===== config.mk =====
export PLATFORM = sky130hd
export DESIGN_NAME = dpram_fifo_ctrl_flat
export DESIGN_NICKNAME = d
export VERILOG_FILES = /design/src/rtl/dpram_fifo_pkg.sv /design/src/rtl/dpram_fifo_ctrl_if.sv /design/src/rtl/fifo_out_buf.sv /design/src/rtl/dpram_fifo_ctrl.sv /design/src/flat_wrapper.sv
export SDC_FILE = /design/constraint.sdc
export NUM_CORES = 1
export LEC_CHECK = 0
export CAP_MARGIN = 15
export CORE_ASPECT_RATIO = 0.5
export CORE_MARGIN = 2
export CORE_UTILIZATION = 40
export CTS_CLUSTER_SIZE = 16
export DETAILED_ROUTE_END_ITERATION = 7
export GPL_TIMING_DRIVEN = 0
export PLACE_DENSITY = 0.76
export SYNTH_ARGS = -nofsm -noshare
export SYNTH_HDL_FRONTEND = slang
export SYNTH_HIERARCHICAL = 1
export SYNTH_SLANG_ARGS = --single-unit

===== constraint.sdc =====
create_clock -name clk -period 7.65 [get_ports clk]
set_input_delay 1.53 -clock clk [delete_from_list [all_inputs] [get_ports clk]]
set_output_delay 1.53 -clock clk [all_outputs]
set_load 0.02 [all_outputs]

===== src/rtl/dpram_fifo_pkg.sv =====
// rtl/dpram_fifo_pkg.sv - shared sizing constants for the dual-port RAM FIFO controller
package dpram_fifo_pkg;

  // Default geometry; the controller parameters start from these values.
  localparam int DATA_W = 8;
  localparam int ADDR_W = 4;
  localparam int DEPTH  = 2 ** ADDR_W;
  localparam int PTR_W  = ADDR_W + 1;
  localparam int CNT_W  = ADDR_W + 1;

  // Output buffer holds at most two words; issue only while this leaves room.
  localparam int OUT_BUF_DEPTH = 2;

endpackage


===== src/rtl/dpram_fifo_ctrl_if.sv =====
// rtl/dpram_fifo_ctrl_if.sv - valid/ready word stream used on producer and consumer sides
interface dpram_fifo_ctrl_if #(
  parameter int DATA_WIDTH = 8
);

  logic                  valid;
  logic                  ready;
  logic [DATA_WIDTH-1:0] data;

  // master drives the word, slave answers with ready
  modport master (output valid, output data, input ready);
  modport slave  (input valid, input data, output ready);

endinterface


===== src/rtl/fifo_out_buf.sv =====
// rtl/fifo_out_buf.sv - 2-entry register FIFO holding words read back from the RAM
module fifo_out_buf #(
  parameter int DATA_WIDTH = 8
) (
  input  logic                  clk,
  input  logic                  rst_n,
  input  logic                  push,
  input  logic [DATA_WIDTH-1:0] push_data,
  input  logic                  pop,
  output logic [1:0]            out_cnt,
  output logic [DATA_WIDTH-1:0] head
);

  logic [DATA_WIDTH-1:0] slot0;
  logic [DATA_WIDTH-1:0] slot1;
  logic                  rd_idx;
  logic                  wr_idx;

  // Ping-pong slots: a push always lands in the slot not holding the head,
  // so the head word stays stable while the consumer stalls.
  always_ff @(posedge clk or negedge rst_n) begin
    if (!rst_n) begin
      slot0   <= '0;
      slot1   <= '0;
      rd_idx  <= 1'b0;
      wr_idx  <= 1'b0;
      out_cnt <= 2'd0;
    end else begin
      if (push) begin
        if (wr_idx) slot1 <= push_data;
        else        slot0 <= push_data;
        wr_idx <= ~wr_idx;
      end
      if (pop) rd_idx <= ~rd_idx;
      case ({push, pop})
        2'b10:   out_cnt <= out_cnt + 2'd1;
        2'b01:   out_cnt <= out_cnt - 2'd1;
        default: out_cnt <= out_cnt;
      endcase
    end
  end

  assign head = rd_idx ? slot1 : slot0;

endmodule


===== src/rtl/dpram_fifo_ctrl.sv =====
// rtl/dpram_fifo_ctrl.sv - drives a dual-port RAM as a first-word-fall-through FIFO
module dpram_fifo_ctrl
  import dpram_fifo_pkg::*;
#(
  parameter int DATA_WIDTH = DATA_W,
  parameter int ADDR_WIDTH = ADDR_W
) (
  input  logic                  clk,
  input  logic                  rst_n,
  dpram_fifo_ctrl_if.slave      s,
  dpram_fifo_ctrl_if.master     m,
  output logic [ADDR_WIDTH:0]   count,
  output logic                  ram_we_a,
  output logic [ADDR_WIDTH-1:0] ram_addr_a,
  output logic [DATA_WIDTH-1:0] ram_din_a,
  output logic                  ram_we_b,
  output logic [ADDR_WIDTH-1:0] ram_addr_b,
  input  logic [DATA_WIDTH-1:0] ram_dout_b
);

  logic [ADDR_WIDTH:0] wptr;
  logic [ADDR_WIDTH:0] rptr;
  logic                inflight;
  logic [1:0]          out_cnt;
  logic                ram_empty;
  logic                ram_full;
  logic                push;
  logic                pop;
  logic                issue;
  logic [2:0]          occ_after_pop;

  // Pointer comparisons use the extra MSB to tell full from empty.
  assign ram_empty = (wptr == rptr);
  assign ram_full  = (wptr[ADDR_WIDTH] != rptr[ADDR_WIDTH]) &&
                     (wptr[ADDR_WIDTH-1:0] == rptr[ADDR_WIDTH-1:0]);

  // Producer side only looks at RAM pointers, keeping m_ready off this path.
  assign s.ready = !ram_full;
  assign push    = s.valid && !ram_full;
  assign pop     = m.valid && m.ready;

  // A read is launched only if the buffer can still take its result next cycle.
  assign occ_after_pop = {1'b0, out_cnt} + {2'b00, inflight} - {2'b00, pop};
  assign issue         = !ram_empty && (occ_after_pop < 3'(OUT_BUF_DEPTH));

  assign ram_we_a   = push;
  assign ram_addr_a = wptr[ADDR_WIDTH-1:0];
  assign ram_din_a  = s.data;
  assign ram_we_b   = 1'b0;
  assign ram_addr_b = rptr[ADDR_WIDTH-1:0];

  // Pointers, read-in-flight flag and occupancy; issue/capture move words
  // between stages without changing the total, so count tracks push minus pop.
  always_ff @(posedge clk or negedge rst_n) begin
    if (!rst_n) begin
      wptr     <= '0;
      rptr     <= '0;
      inflight <= 1'b0;
      count    <= '0;
    end else begin
      if (push)  wptr <= wptr + 1'b1;
      if (issue) rptr <= rptr + 1'b1;
      inflight <= issue;
      count    <= count + (ADDR_WIDTH+1)'(push) - (ADDR_WIDTH+1)'(pop);
    end
  end

  fifo_out_buf #(
    .DATA_WIDTH (DATA_WIDTH)
  ) u_out_buf (
    .clk       (clk),
    .rst_n     (rst_n),
    .push      (inflight),
    .push_data (ram_dout_b),
    .pop       (pop),
    .out_cnt   (out_cnt),
    .head      (m.data)
  );

  assign m.valid = (out_cnt != 2'd0);

endmodule


===== src/flat_wrapper.sv =====
// flat-port wrapper written by rule: the top's interface ports become plain ports
module dpram_fifo_ctrl_flat import dpram_fifo_pkg::*;
#(
  parameter int DATA_WIDTH = DATA_W,
  parameter int ADDR_WIDTH = ADDR_W
)
  (clk, rst_n, count, ram_we_a, ram_addr_a, ram_din_a, ram_we_b, ram_addr_b, ram_dout_b, s_valid, s_data, s_ready, m_valid, m_data, m_ready);
  dpram_fifo_ctrl_if #(.DATA_WIDTH(DATA_WIDTH)) s_i ();
  dpram_fifo_ctrl_if #(.DATA_WIDTH(DATA_WIDTH)) m_i ();
  input  logic clk;
  input  logic rst_n;
  output logic [ADDR_WIDTH:0] count;
  output logic ram_we_a;
  output logic [ADDR_WIDTH-1:0] ram_addr_a;
  output logic [DATA_WIDTH-1:0] ram_din_a;
  output logic ram_we_b;
  output logic [ADDR_WIDTH-1:0] ram_addr_b;
  input  logic [DATA_WIDTH-1:0] ram_dout_b;
  input wire logic [$bits(s_i.valid)-1:0] s_valid;
  input wire logic [$bits(s_i.data)-1:0] s_data;
  output wire logic [$bits(s_i.ready)-1:0] s_ready;
  output wire logic [$bits(m_i.valid)-1:0] m_valid;
  output wire logic [$bits(m_i.data)-1:0] m_data;
  input wire logic [$bits(m_i.ready)-1:0] m_ready;
  assign s_i.valid = s_valid;
  assign s_i.data = s_data;
  assign s_ready = s_i.ready;
  assign m_valid = m_i.valid;
  assign m_data = m_i.data;
  assign m_i.ready = m_ready;
  dpram_fifo_ctrl #(.DATA_WIDTH(DATA_WIDTH), .ADDR_WIDTH(ADDR_WIDTH)) u_core (.clk(clk), .rst_n(rst_n), .s(s_i), .m(m_i), .count(count), .ram_we_a(ram_we_a), .ram_addr_a(ram_addr_a), .ram_din_a(ram_din_a), .ram_we_b(ram_we_b), .ram_addr_b(ram_addr_b), .ram_dout_b(ram_dout_b));
endmodule

# Word-level counts from Yosys, hierarchy flattened
# Index checks and enable logic that the tools add are counted.
# word_totals
reg_bits	36
inputBits	20
output_inout_bits	33
word_cells	37
# classes
add_sub_neg	8
order_cmp	1
n_eq_ne	5
n_mux	2
bitwise	2
n_reduce_logical	10
# op_table
cell	n
adder 5 x 1 -> 5 bit, second input constant	2
two-way mux 8 bit	1
adder 5 x 1 -> 5 bit	1
equality test 5 bit	1
subtractor 5 x 1 -> 5 bit	1
equality test 4 bit	1
logical AND 1 bit	4
one-hot mux 2 bit (2 select lines)	1
AND reduction 2 bit	2
nonzero test 2 bit	2
adder 2 x 1 -> 3 bit	1
< comparator 3 x 2 -> 1 bit, second input constant	1
subtractor 3 x 1 -> 3 bit	1
adder 2 x 1 -> 2 bit, second input constant	1
equality test 2 x 1 -> 1 bit, second input constant	1
equality test 2 bit, second input constant	1
zero test 1 bit	2
inverter 1 bit	2
subtractor 2 x 1 -> 2 bit, second input constant	1
inequality test 1 bit	1

# Logic depth before layout (Yosys ltp)
# depth
word_depth	6
depth_mapped	10
mapped_depth_nobuf	10

# Modules after synthesis
# The synthesis kept the hierarchy.
# by_module_without_submodules
mod	n_inst	cells_each	area_each_um2	seq_area_each_um2
dpram_fifo_ctrl	1	99	1112.3	400.4
fifo_out_buf	1	55	857.1	500.5

# Worst setup path before layout
# OpenSTA, ideal clock, no wires.
# synth_path
path_kind	input to register
from	input port m_ready
to	register u_core.rptr[4]
setup_ps	126
arrival_time_ps	3259
required_time_ps	7524
slack_ps	4265
stages	6
path_buffers	0
cell_sequence	and2_1 ha_1 nor2b_1 fa_1 or3_4 a221o_1
# synth_between
elab_chain_cells	4
# synth_lines
element	line_no	source
start, declared	flat_wrapper.sv:24	input wire logic [$bits(m_i.ready)-1:0] m_ready;
logical AND 1 bit	dpram_fifo_ctrl.sv:40	assign pop = m.valid && m.ready;
subtractor 3 x 1 -> 3 bit	dpram_fifo_ctrl.sv:43	assign occ_after_pop = {1'b0, out_cnt} + {2'b00, inflight} - {2'b00, pop};
< comparator 3 x 2 -> 1 bit	dpram_fifo_ctrl.sv:44	assign issue = !ram_empty && (occ_after_pop < 3'(OUT_BUF_DEPTH));
logical AND 1 bit	dpram_fifo_ctrl.sv:44	
end signal, assigned	dpram_fifo_ctrl.sv:62	if (issue) rptr <= rptr + 1'b1;
end, declared	dpram_fifo_ctrl.sv:22	logic [ADDR_WIDTH:0] rptr;
# No other way between the ends.
# A chain may end at the register's enable or synchronous reset.

# Final worst setup path
# layout_path
from	input port s_valid
to	output port ram_we_a
# layout_between
elab_chain_cells	1
# layout_lines
element	line_no	source
start, declared	flat_wrapper.sv:19	input wire logic [$bits(s_i.valid)-1:0] s_valid;
logical AND 1 bit	dpram_fifo_ctrl.sv:39	assign push = s.valid && !ram_full;
end, declared	flat_wrapper.sv:13	output logic ram_we_a;
# No other way between the ends.

==> flow_metrics.tcl <==
set metrics [dict create \
    status "finished clean" \
    synth_area_sq_mm 0.00197 \
    final_layout_size_suffix_gt1_frac 0.302 \
    synthCells 154 \
    maxCapViolCount 0 \
    cp_max_fo 4 \
    setup_viol 0 \
    place_congestion 0.751 \
    synthMuxAreaShare 0.152 \
    grt_usage 0.135 \
    max_freq_mhz 227 \
    cts_sinks 36 \
    root_buffer "clkbuf_8" \
    fin_cells 271 \
    ios 53 \
    cts_resized 0 \
    grt_remaining_overflow 0 \
    die_x_um 103 \
    slowest_delay_ns 0.59 \
    synthTopCellsByArea "dfrtp_1 46%, mux2_2 14%, xnor2_1 6.7%" \
    numCtsBuffers 5 \
    grt_max_degree 37 \
    syn_area_per_cell_sq_um 12.8 \
    wirelength_mm 3.42 \
    dieArea_sq_mm 0.00553 \
    synth_seq_area_share 0.457 \
    postCtsHoldBufs 0 \
    initial_core_util 0.431 \
    worst_pin_slew_ns 0.775 \
    finalNetCount 235 \
    drt-pass1-iter-count 3 \
    synth_xor_xnor_area_share 0.114 \
    dp_cells 263 \
    grt_pass1_wl_mm 5.44 \
    timing.final.hold_violations 0 \
    yosysTopAreaCellShare 0.457 \
    ys_types 32 \
    synth_top_area_cell "dfrtp_1" \
    drtAntennaViolNets 0 \
    worstPathCellList "clkdlybuf4s50_1 -> o21ai_4 -> inv_1 -> clkdlybuf4s50_1" \
    cts_tree "yes" \
    yosys_register_bits 36 \
    synth-simple-area-share 0.0584 \
    end_kind "primary output" \
    antenna_found_initial 0 \
    htree_levels 2 \
    cts_max_path_buffers 2 \
    slowest_stage "clkdlybuf4s50_1" \
    clk_latency_ns 0.29 \
    synth_fp_nets 185 \
    synth_edf_count 0 \
    drtIter0Drc 30 \
    critPathLaunchType "input pin" \
    vdd_ir_drop_max_mv 0.156 \
    buffer_ports.inserted 43 \
    r2r_slack_ns 5.04 \
    fp-row-count 17 \
    slew-limit-headroom 0.483 \
    die_h_um 53.6 \
    synth_fa_ha_area_frac 0.0775 \
    crit_top_cell "clkdlybuf4s50_1" \
    num_antenna_cells 0 \
    hold_path.class "flop to flop" \
    crit_required_ns 6.12 \
    ys.flop_type "dfrtp_1" \
    wl_per_cell_um 12.6 \
    dp_hpwl_mm 2.57 \
    rsz0062_at_grt "no" \
    async_flop_share 1.00 \
    post_drt_via_cell_ratio 4.60 \
    cts.clk_slew.worst_paths_ns 0.07 \
    critical_path_arrival_ns 2.88 \
    drc 0 \
    power.density_mw_per_mm2 489 \
    yosys_warnings 6 \
    finClkSkew_ns 0.00340 \
    period_share 0.576 \
    finalCriticalPeriod_ns 4.41 \
    vias 1246 \
    post_cts_buffers 0 \
    synth_top_family_by_area "multiplexers" \
    crit_type "input pin to primary output" \
    synth_compound_area_frac 0.0502 \
    grt_pass1_vias 1253 \
    p_leak_uw 0.00112 \
    areaGrowthSynthToFinish_pct 30.6 \
    placeableCoreArea_sq_mm 0.00457 \
    finalSetupTns_ns 0 \
    drv_slew 0 \
]
==> routing by layer <==
| metal | wire [um] | GRT usage |
|---|---|---|
| met2 | 1700 | 0.237 |
| met4 | 42 | 0.0658 |
| met3 | 162 | 0.0429 |
| met1 | 1520 | 0.152 |
| met5 | 0 | 0 |
==> synthesized netlist by cell type, types with 2 or more instances <==
cell	number
and2_1	2
fa_1	2
nor2_1	3
buf_4	17
mux2_4	2
xor2_1	5
a21oi_1	2
inv_1	10
and3_1	2
a21o_1	2
ha_1	9
mux2_2	24
o211ai_1	4
dfrtp_1	36
xnor2_2	3
xnor2_1	15
==> cell type report <==
class	count	area, sq um
well taps	66	82.6
flip-flops and latches	36	901
plain buffers	18	133
fillers	384	2000
clock buffers	7	86.3
multi-input cells	89	895
clock inverters	1	7.51
inverters	11	41.3
repair buffers	43	425
==> path summary, 6_finish.rpt <==
kind | to | from | cells past startpoint
setup / recovery | ram_we_a | s_valid | 4
hold / removal | u_core/u_out_buf/slot0[6] | u_core/u_out_buf/slot0[6] | 1
setup reg to reg | u_core/rptr[4] | u_core/u_out_buf/out_cnt[1] | 8
hold reg to reg | u_core/u_out_buf/slot0[6] | u_core/u_out_buf/slot0[6] | 1
max in group asynchronous | u_core/u_out_buf/slot0[4] | rst_n | 1
min in group asynchronous | u_core/wptr[0] | rst_n | 1
==> stage by stage <==
step,setup WS [ns],total power (uW),util,hold slack [ns],instance area (sq um)
after detailed placement,3.25,1130,0.542,0.492,2480
after floorplan,4.27,895,-,0.474,1970
after CTS,3.23,1280,0.562,0.510,2570
after global placement,3.24,1100,0.543,0.482,2480
final,3.24,1260,0.562,0.504,2570
after global routing,3.19,1350,0.562,0.515,2570
==> state kept, by name (all words and copies together) (netlist names) <==
name	count
u_core/u_out_buf/rd_idx	1
u_core/u_out_buf/slot0	8
u_core/inflight	1
u_core/u_out_buf/slot1	8
u_core/wptr	5
u_core/count	5
u_core/u_out_buf/out_cnt	2
u_core/u_out_buf/wr_idx	1
u_core/rptr	5
==> cells by family after synthesis <==
kind of cell,count (synthesis)
DFF,36
buffers and inverters,29
other,1
muxes,26
AOI/OAI and AO/OA,12
adders and majority gates,11
xor gates and xnor gates,23
and+or+nand+nor,16
==> cells in the final DEF (no fill, tap or decap), drive strengths merged, types with 5 or more instances in the layout <==
cell           instances
inv                   11
clkdlybuf4s50         42
dfrtp                 36
xnor2                 18
buf                   19
mux2                  26
ha                     9
xor2                   5
clkbuf                 7
==> critical path, delay by kind of cell <==
family,cells,cell delay [ns]
compound gates,1,0.11
buf+inv,3,1.23
==> power breakdown <==
part | switching (uW) | leakage (uW) | internal, uW
Combinational | 327 | 0.000654 | 401
Sequential | 91.7 | 0.000425 | 295
Clock | 70.0 | 0.0000445 | 73.2
Total | 488 | 0.00112 | 769
(Power assumes the default switching activity.)
